File: src/rtl/ts_pkg.sv
// Shared MPEG-TS definitions used by the sync aligner, the packet-write
// controller and the RX de-encapsulator.
package ts_pkg;

    localparam logic [7:0]  TS_SYNC_BYTE = 8'h47;
    localparam int unsigned TS_LEN_MIN   = 16;
    localparam int unsigned TS_LEN_MAX   = 2047;

    // Alignment state; encodings are fixed so they stay stable across blocks.
    typedef enum logic [1:0] {
        HUNT   = 2'd0,
        VERIFY = 2'd1,
        LOCK   = 2'd2
    } ts_state_e;

    // True when a requested packet period is within the supported range.
    function automatic logic ts_len_ok(input logic [15:0] len);
        return (len >= 16'(TS_LEN_MIN)) && (len <= 16'(TS_LEN_MAX));
    endfunction

endpackage

File: src/rtl/ts_sync_aligner.sv
// MPEG-TS byte-stream sync aligner: hunts for 0x47, verifies the packet
// period over LOCK_CNT syncs, then forwards only packet-aligned bytes with
// a start-of-packet flag. Loss of lock drops output on a packet boundary.
module ts_sync_aligner
    import ts_pkg::*;
#(
    parameter int unsigned LOCK_CNT   = 3,
    parameter int unsigned UNLOCK_CNT = 3
) (
    input  logic        i_Clk,
    input  logic        i_Rst,
    input  logic        i_Valid,
    input  logic [7:0]  i_Data,
    input  logic [15:0] i_PacketLength,
    output logic        o_Valid,
    output logic        o_Sync,
    output logic [7:0]  o_Data,
    output logic        o_Locked,
    output logic        o_SyncErr,
    output logic [15:0] o_ErrCnt
);

    ts_state_e   state_q, state_d;
    logic [10:0] pos_q, pos_d;
    logic [3:0]  hits_q, hits_d;
    logic [3:0]  miss_q, miss_d;
    logic [10:0] len_q, len_d;
    logic        valid_q, valid_d;
    logic        sync_q, sync_d;
    logic [7:0]  data_q, data_d;
    logic        serr_q, serr_d;
    logic [15:0] ecnt_q, ecnt_d;

    logic        len_change;
    logic        is_sync;
    logic        at_sync;
    logic [3:0]  hits_inc;
    logic [3:0]  miss_inc;

    assign is_sync  = (i_Data == TS_SYNC_BYTE);
    assign at_sync  = (pos_q == len_q);
    assign hits_inc = hits_q + 4'd1;
    assign miss_inc = miss_q + 4'd1;

    // A period change while aligned invalidates the latched length and
    // forces a re-hunt even on idle cycles.
    assign len_change = (state_q != HUNT) &&
                        ((i_PacketLength[10:0] != len_q) || (i_PacketLength[15:11] != '0));

    // Next-state, counter and registered-output logic for the alignment FSM.
    always_comb begin
        state_d = state_q;
        pos_d   = pos_q;
        hits_d  = hits_q;
        miss_d  = miss_q;
        len_d   = len_q;
        valid_d = 1'b0;
        sync_d  = 1'b0;
        data_d  = data_q;
        serr_d  = 1'b0;
        ecnt_d  = ecnt_q;

        if (len_change) begin
            state_d = HUNT;
            pos_d   = '0;
            hits_d  = '0;
            miss_d  = '0;
        end else if (i_Valid) begin
            case (state_q)
                HUNT: begin
                    if (is_sync && ts_len_ok(i_PacketLength)) begin
                        state_d = VERIFY;
                        len_d   = i_PacketLength[10:0];
                        pos_d   = 11'd1;
                        hits_d  = 4'd1;
                        miss_d  = '0;
                    end
                end
                VERIFY: begin
                    if (!at_sync) begin
                        pos_d = pos_q + 11'd1;
                    end else if (is_sync) begin
                        pos_d  = 11'd1;
                        hits_d = hits_inc;
                        if (hits_inc == 4'(LOCK_CNT)) begin
                            state_d = LOCK;
                            miss_d  = '0;
                            valid_d = 1'b1;
                            sync_d  = 1'b1;
                            data_d  = i_Data;
                        end
                    end else begin
                        // Bytes skipped since the false sync are not rescanned.
                        state_d = HUNT;
                        pos_d   = '0;
                        hits_d  = '0;
                    end
                end
                LOCK: begin
                    if (!at_sync) begin
                        pos_d   = pos_q + 11'd1;
                        valid_d = 1'b1;
                        data_d  = i_Data;
                    end else begin
                        pos_d = 11'd1;
                        if (is_sync) begin
                            miss_d  = '0;
                            valid_d = 1'b1;
                            sync_d  = 1'b1;
                            data_d  = i_Data;
                        end else begin
                            miss_d = miss_inc;
                            serr_d = 1'b1;
                            if (ecnt_q != '1) begin
                                ecnt_d = ecnt_q + 16'd1;
                            end
                            if (miss_inc == 4'(UNLOCK_CNT)) begin
                                state_d = HUNT;
                                pos_d   = '0;
                                hits_d  = '0;
                                miss_d  = '0;
                            end else begin
                                // Flywheel: keep packet framing, pass the raw byte.
                                valid_d = 1'b1;
                                sync_d  = 1'b1;
                                data_d  = i_Data;
                            end
                        end
                    end
                end
                default: begin
                    state_d = HUNT;
                    pos_d   = '0;
                    hits_d  = '0;
                    miss_d  = '0;
                end
            endcase
        end
    end

    // State and output registers with synchronous active-high reset.
    always_ff @(posedge i_Clk) begin
        if (i_Rst) begin
            state_q <= HUNT;
            pos_q   <= '0;
            hits_q  <= '0;
            miss_q  <= '0;
            len_q   <= '0;
            valid_q <= 1'b0;
            sync_q  <= 1'b0;
            data_q  <= '0;
            serr_q  <= 1'b0;
            ecnt_q  <= '0;
        end else begin
            state_q <= state_d;
            pos_q   <= pos_d;
            hits_q  <= hits_d;
            miss_q  <= miss_d;
            len_q   <= len_d;
            valid_q <= valid_d;
            sync_q  <= sync_d;
            data_q  <= data_d;
            serr_q  <= serr_d;
            ecnt_q  <= ecnt_d;
        end
    end

    assign o_Valid   = valid_q;
    assign o_Sync    = sync_q;
    assign o_Data    = data_q;
    assign o_Locked  = (state_q == LOCK);
    assign o_SyncErr = serr_q;
    assign o_ErrCnt  = ecnt_q;

endmodule

File: config.mk
export PLATFORM = sky130hd
export DESIGN_NAME = ts_sync_aligner
export DESIGN_NICKNAME = d
export VERILOG_FILES = /design/src/rtl/ts_pkg.sv /design/src/rtl/ts_sync_aligner.sv
export SDC_FILE = /design/constraint.sdc
export NUM_CORES = 1
export LEC_CHECK = 0
export BUFFER_PORTS_ARGS = -buffer_cell sky130_fd_sc_hd__buf_2
export CAP_MARGIN = 20
export CORE_UTILIZATION = 45
export DETAILED_ROUTE_END_ITERATION = 7
export PLACE_DENSITY = 0.78
export SLEW_MARGIN = 15
export SYNTH_ARGS = -nofsm -noshare
export SYNTH_HDL_FRONTEND = slang
export SYNTH_SLANG_ARGS = --single-unit
File: constraint.sdc
create_clock -name i_Clk -period 4.4 [get_ports i_Clk]
set_input_delay 0 -clock i_Clk [delete_from_list [all_inputs] [get_ports i_Clk]]
set_output_delay 0 -clock i_Clk [all_outputs]
set_load 0.05 [all_outputs]
; ---- Yosys cells after proc, flatten, opt, wreduce, memory -nomap -nowiden
; Index checks and enable logic that the tools add are counted.
[op_classes]
n_addsub = 4
magnitude_cmp = 2
eq_ne = 17
muxes = 47
bitwise = 5
reduce_logical = 18
[ops]
columns = operator, count
row1 = $mux 4, 13
row2 = $mux 8, 6
row3 = $mux 11, 3
row4 = $pmux 11 s3, 1
row5 = $pmux 4 s3, 2
row6 = $reduce_and 6->1, 3
row7 = $add 16x1->16 const B, 1
row8 = $ge 16x5->1 const B, 1
row9 = $le 16x11->1 const B, 1
row10 = $ne 16x16->1 const B, 1
row11 = $pmux 8 s2, 1
row12 = $mux 2, 7
row13 = $reduce_and 7->1, 2
row14 = $add 11x1->11 const B, 1
row15 = $eq 11x11->1, 1
row16 = $mux 1, 11
row17 = $ne 11x11->1, 1
row18 = $ne 2x2->1 const B, 5
row19 = $add 4x1->4 const B, 2
row20 = $eq 4x2->1 const B, 2
row21 = $eq 8x7->1 const B, 1
row22 = $pmux 2 s3, 1
row23 = $not 1->1, 5
row24 = $reduce_bool 5->1, 1
row25 = 15 further kinds, 20
[totals]
reg_bits = 59
in_bits = 27
out_inout_bits = 28
elab_cells = 103

; ---- Logic depth before layout (Yosys ltp)
[depth]
depth_word = 6
depth_mapped = 10
ltp_nobuf = 8

; ---- Least setup slack after synthesis
; Ideal clock, no wire load.
[synth_path]
path_kind = register to register
from = reg state_q[0]
to = reg ecnt_q[13] (netlist: o_ErrCnt[13])
setup_ps = 70
arrival_ps = 2516
t_required_ps = 4330
setup_slack_ps = 1814
stages_incl_launch_ff = 10
path_buffers = 1
period_less_slack_ps = 2586
path_cell_list = dfxtp_1 > inv_1 > ha_1 > inv_1 > a21oi_1 > nand2_1 > or4_4 > buf_6 > or4_1 > a21oi_1
[synth_between]
word_cells_on_any_way = 5
cone_classes = eq/ne (1) / bitwise (1) / reduce/logical (3)
[synth_rtl]
columns = item, line
row1 = from (decl), ts_sync_aligner.sv:23  ; ts_state_e state_q, state_d;
row2 = from (signal assigned), ts_sync_aligner.sv:155  ; state_q <= state_d;
row3 = $eq 2x2->1, --
row4 = named net o_Locked, ts_sync_aligner.sv:18  ; output logic o_Locked,
row5 = $reduce_and 6->1 (no source line), --
row6 = to (signal assigned), ts_sync_aligner.sv:164  ; ecnt_q <= ecnt_d;
row7 = to (decl), ts_sync_aligner.sv:32  ; logic [15:0] ecnt_q, ecnt_d;
; The timed path passes the listed nets, and every way through them passes these cells.
; A chain may end at the register's enable or synchronous reset.

; ---- Worst setup path in the final report
[layout_path]
from = in i_Data[3]
to = reg hits_q[2]
[layout_between]
elab_chain_len = 4
word_cells_on_any_way = 8
cone_classes = eq/ne (3) / mux (3) / reduce/logical (2)
[layout_rtl]
columns = item, line
row1 = from (decl), ts_sync_aligner.sv:13  ; input logic [7:0] i_Data,
row2 = $eq 8x7->1 (*), ts_sync_aligner.sv:40  ; assign is_sync = (i_Data == TS_SYNC_BYTE);
row3 = $mux 4 / $logic_and 1x1->1 (equally long branches), "ts_sync_aligner.sv:82, ts_sync_aligner.sv:71"
row4 = $mux 4 / $ne 2x2->1 (equally long branches), --
row5 = $pmux 4 s3 / $reduce_and 6->1 (equally long branches), --
row6 = to (signal assigned), ts_sync_aligner.sv:157  ; hits_q <= hits_d;
row7 = to (decl), ts_sync_aligner.sv:25  ; logic [3:0] hits_q, hits_d;
; Mark *: on every way between the ends. The rest lies on a longest branch, timed or not. The select of a mux whose other input is x is not followed.

==> out/qor.csv <==
metric,value,unit
status,"complete, no violations",
Post-synth ARST share,0,%
"commonest non-fill, non-tap cell in the layout",dfxtp_1,
sequential area share after synthesis,34.9,%
Worst-path clk slew,0.06,ns
Crit Path Category,input pin to register,
final setup fails,0,
CP Cell Sequence,dlygate4sd3_1 -> buf_2 -> nor4b_1 -> and2_1 -> a41oi_2 -> a211oi_2 -> o21ai_0 -> a32o_1,
worst hold path depth,3,
net count after synthesis,432,
FMAX,335,MHz
Clock Skew,0.00918,ns
"Slew Viols, Final",0,
synthesized area,3380,sq um
DRC violations left,0,
PortBufs,54,
setup TNS,0,ns
Post-Syn Area per Cell,8.57,sq um
Fin Hold WS,0.0405,ns
fin util,56.1,%
share of cells above drive strength 1,17.4,%
crit share post-route,67.9,%
maximum number of pins on one net before global-route repair,47,
Critical Path Fanout Max,19,
Die Footprint,7870,sq um
Post-synth EDFFs,0,
top layer in use,met4,
Num CTS Buffers,9,
CTS-repair resized insts,0,
vias in the first global route,2952,
total of warnings raised by yosys,0,
path type of the worst min-delay path,input pin to register,
reg-to-reg endpoint,o_ErrCnt[11]$_SDFFE_PP0P_,
clock period minus worst slack,2.99,ns
clock sinks,59,
y dimension of the die,88.7,um
crit path DAT,3.22,ns
initial antenna violation count,0,
Starting Density,46.6,%
"Clk Latency, worst-skew pair",0.34,ns
Routed Wire Length,8080,um
WP data required,4.63,ns
Tot GR Track Use,22.0,%
# hold bufs at CTS,19,
RePlAce Congestion,0.845,
Root Buffer Master,clkbuf_8,
Worst Tran Pin Value,0.864,ns
H-tree depth,3,
TritonRoute pass-1 iters,6,
Met2 Wirelength,3820,um
WL per Instance,14.3,um
Rel. slew slack,42.4,%
DRT antenna net count,0,
"slowest stage delay, CP",0.69,ns
Die X-Extent,88.7,um
Rows,31,
first-pass GRT wire length,13400,um
Nets,498,
slowest CP cell,a211oi_2,
met1 wire length,3650,um
met3 routed wirelength,463,um
flop2flop setup slack,1.48,ns
clk buf depth,2,
pwr dens,255,nW/um^2
Final Hold Fails,0,
1st-iter DRT viols,202,
"Distinct cells, synth",51,
peak supply drop,0.000206,V
Post-CTS Setup Repair Bufs,0,
dpl hpwl,5500,um
Synth Instances,395,
reg-to-reg startpoint,pos_q[9]$_SDFFE_PP0P_,
startpoint types,input pin,
Synth Flop Type,dfxtp_1,
n_diodes,0,
Ports,55,
via/cell ratio,5.74,
Hold Crit Start,i_Valid,
hold endpoint,o_SyncErr$_SDFF_PP0_,
Worst setup EP type,register,
CTS tree,built,
max_cap viols,0,
Core Footprint,7250,sq um
Static Leak,1.70,nW
via count,3235,
"commonest cells after routing, fill and taps aside","dfxtp_1 (59), buf_2 (54), nor2_1 (38)",
Layout area overhead,20.3,%
grt total ovfl,0,
register bit total from synthesis,59,
worst-case reg-to-reg path depth,6,
RSZ-0062 raised after global routing,false,
## final cells by class
cell class | count | area (sq um)
Clock buffer | 13 | 169
Inverter | 10 | 37.5
Multi-Input combinational cell | 308 | 2090
Clock inverter | 2 | 10.0
Tap cell | 99 | 124
Timing Repair Buffer | 73 | 460
Fill cell | 646 | 3180
Sequential cell | 59 | 1180
## synthesized netlist by cell type (11+ instances only)
cell type	n	area, sq um
clkbuf_1	14	52.6
mux2i_1	22	220
o31ai_1	11	82.6
nor2_1	38	143
o21ai_0	19	95.1
or4_1	12	90.1
dfxtp_1	59	1180
nand3_1	14	70.1
nor3_1	14	70.1
xor2_1	23	201
a21oi_1	26	130
nand2_1	24	90.1
nand2b_1	16	100
## layer usage
metal / track usage, % / vias to the layer above
met5: 0 / -
met4: 8.94 / 0
met3: 5.78 / 13
met2: 36.1 / 101
met1: 27.3 / 1543
li1: - / 1578
## sequential cells by signal, indices dropped and copies added, names as in the netlist, 2 cells and up
signal and count:
hits_q 4, len_q 11, miss_q 4, o_Data 8, o_ErrCnt 16, pos_q 11
state_q 2
## kinds of logic after synthesis
logic type	count (synthesis)	synth area share [%]
fa+ha+maj	10	3.70
flops	59	34.9
compound gates	76	15.0
mux	22	6.51
simple gates	177	30.5
buf+inv	28	3.40
xor+xnor	23	5.95
## per-stage QoR
step                      cell area (sq um)  cells  setup WS (ns)  total power, W
after CTS                              4070    564           1.43         0.00105
after global placement                 3700    530           1.64        0.000587
after detailed placement               3700    530           1.58        0.000588
final                                  4070    564           1.41         0.00104
after global routing                   4070    564           1.09         0.00108
after floorplan                        3380    395           1.81        0.000567
## critical path, delay by kind of cell
kind	cells	cell delay, ns
simple gates	2	0.87
compound gates	4	1.69
buf+inv	2	0.66
## report_power, final
group	internal [W]	total (W)	switching, W
registers	0.000534	0.000534	0.0000000172
logic	0.0000275	0.0000553	0.0000278
clock network	0.000246	0.000450	0.000205
## worst max-delay path by stage
stage                                  startpoint                   endpoint  slack, ns  depth (start not counted)
after floorplan           state_q[0]$_SDFFE_PP0P_  o_ErrCnt[13]$_SDFFE_PP0P_       1.81                          9
after global placement      pos_q[9]$_SDFFE_PP0P_  o_ErrCnt[11]$_SDFFE_PP0P_       1.64                          6
after detailed placement    pos_q[9]$_SDFFE_PP0P_  o_ErrCnt[11]$_SDFFE_PP0P_       1.58                          6
after CTS                               i_Data[3]     hits_q[2]$_SDFFE_PP0P_       1.43                          8
after global routing                    i_Data[3]     hits_q[2]$_SDFFE_PP0P_       1.09                          8
final                                   i_Data[3]     hits_q[2]$_SDFFE_PP0P_       1.41                          8
(Power assumes the default switching activity.)
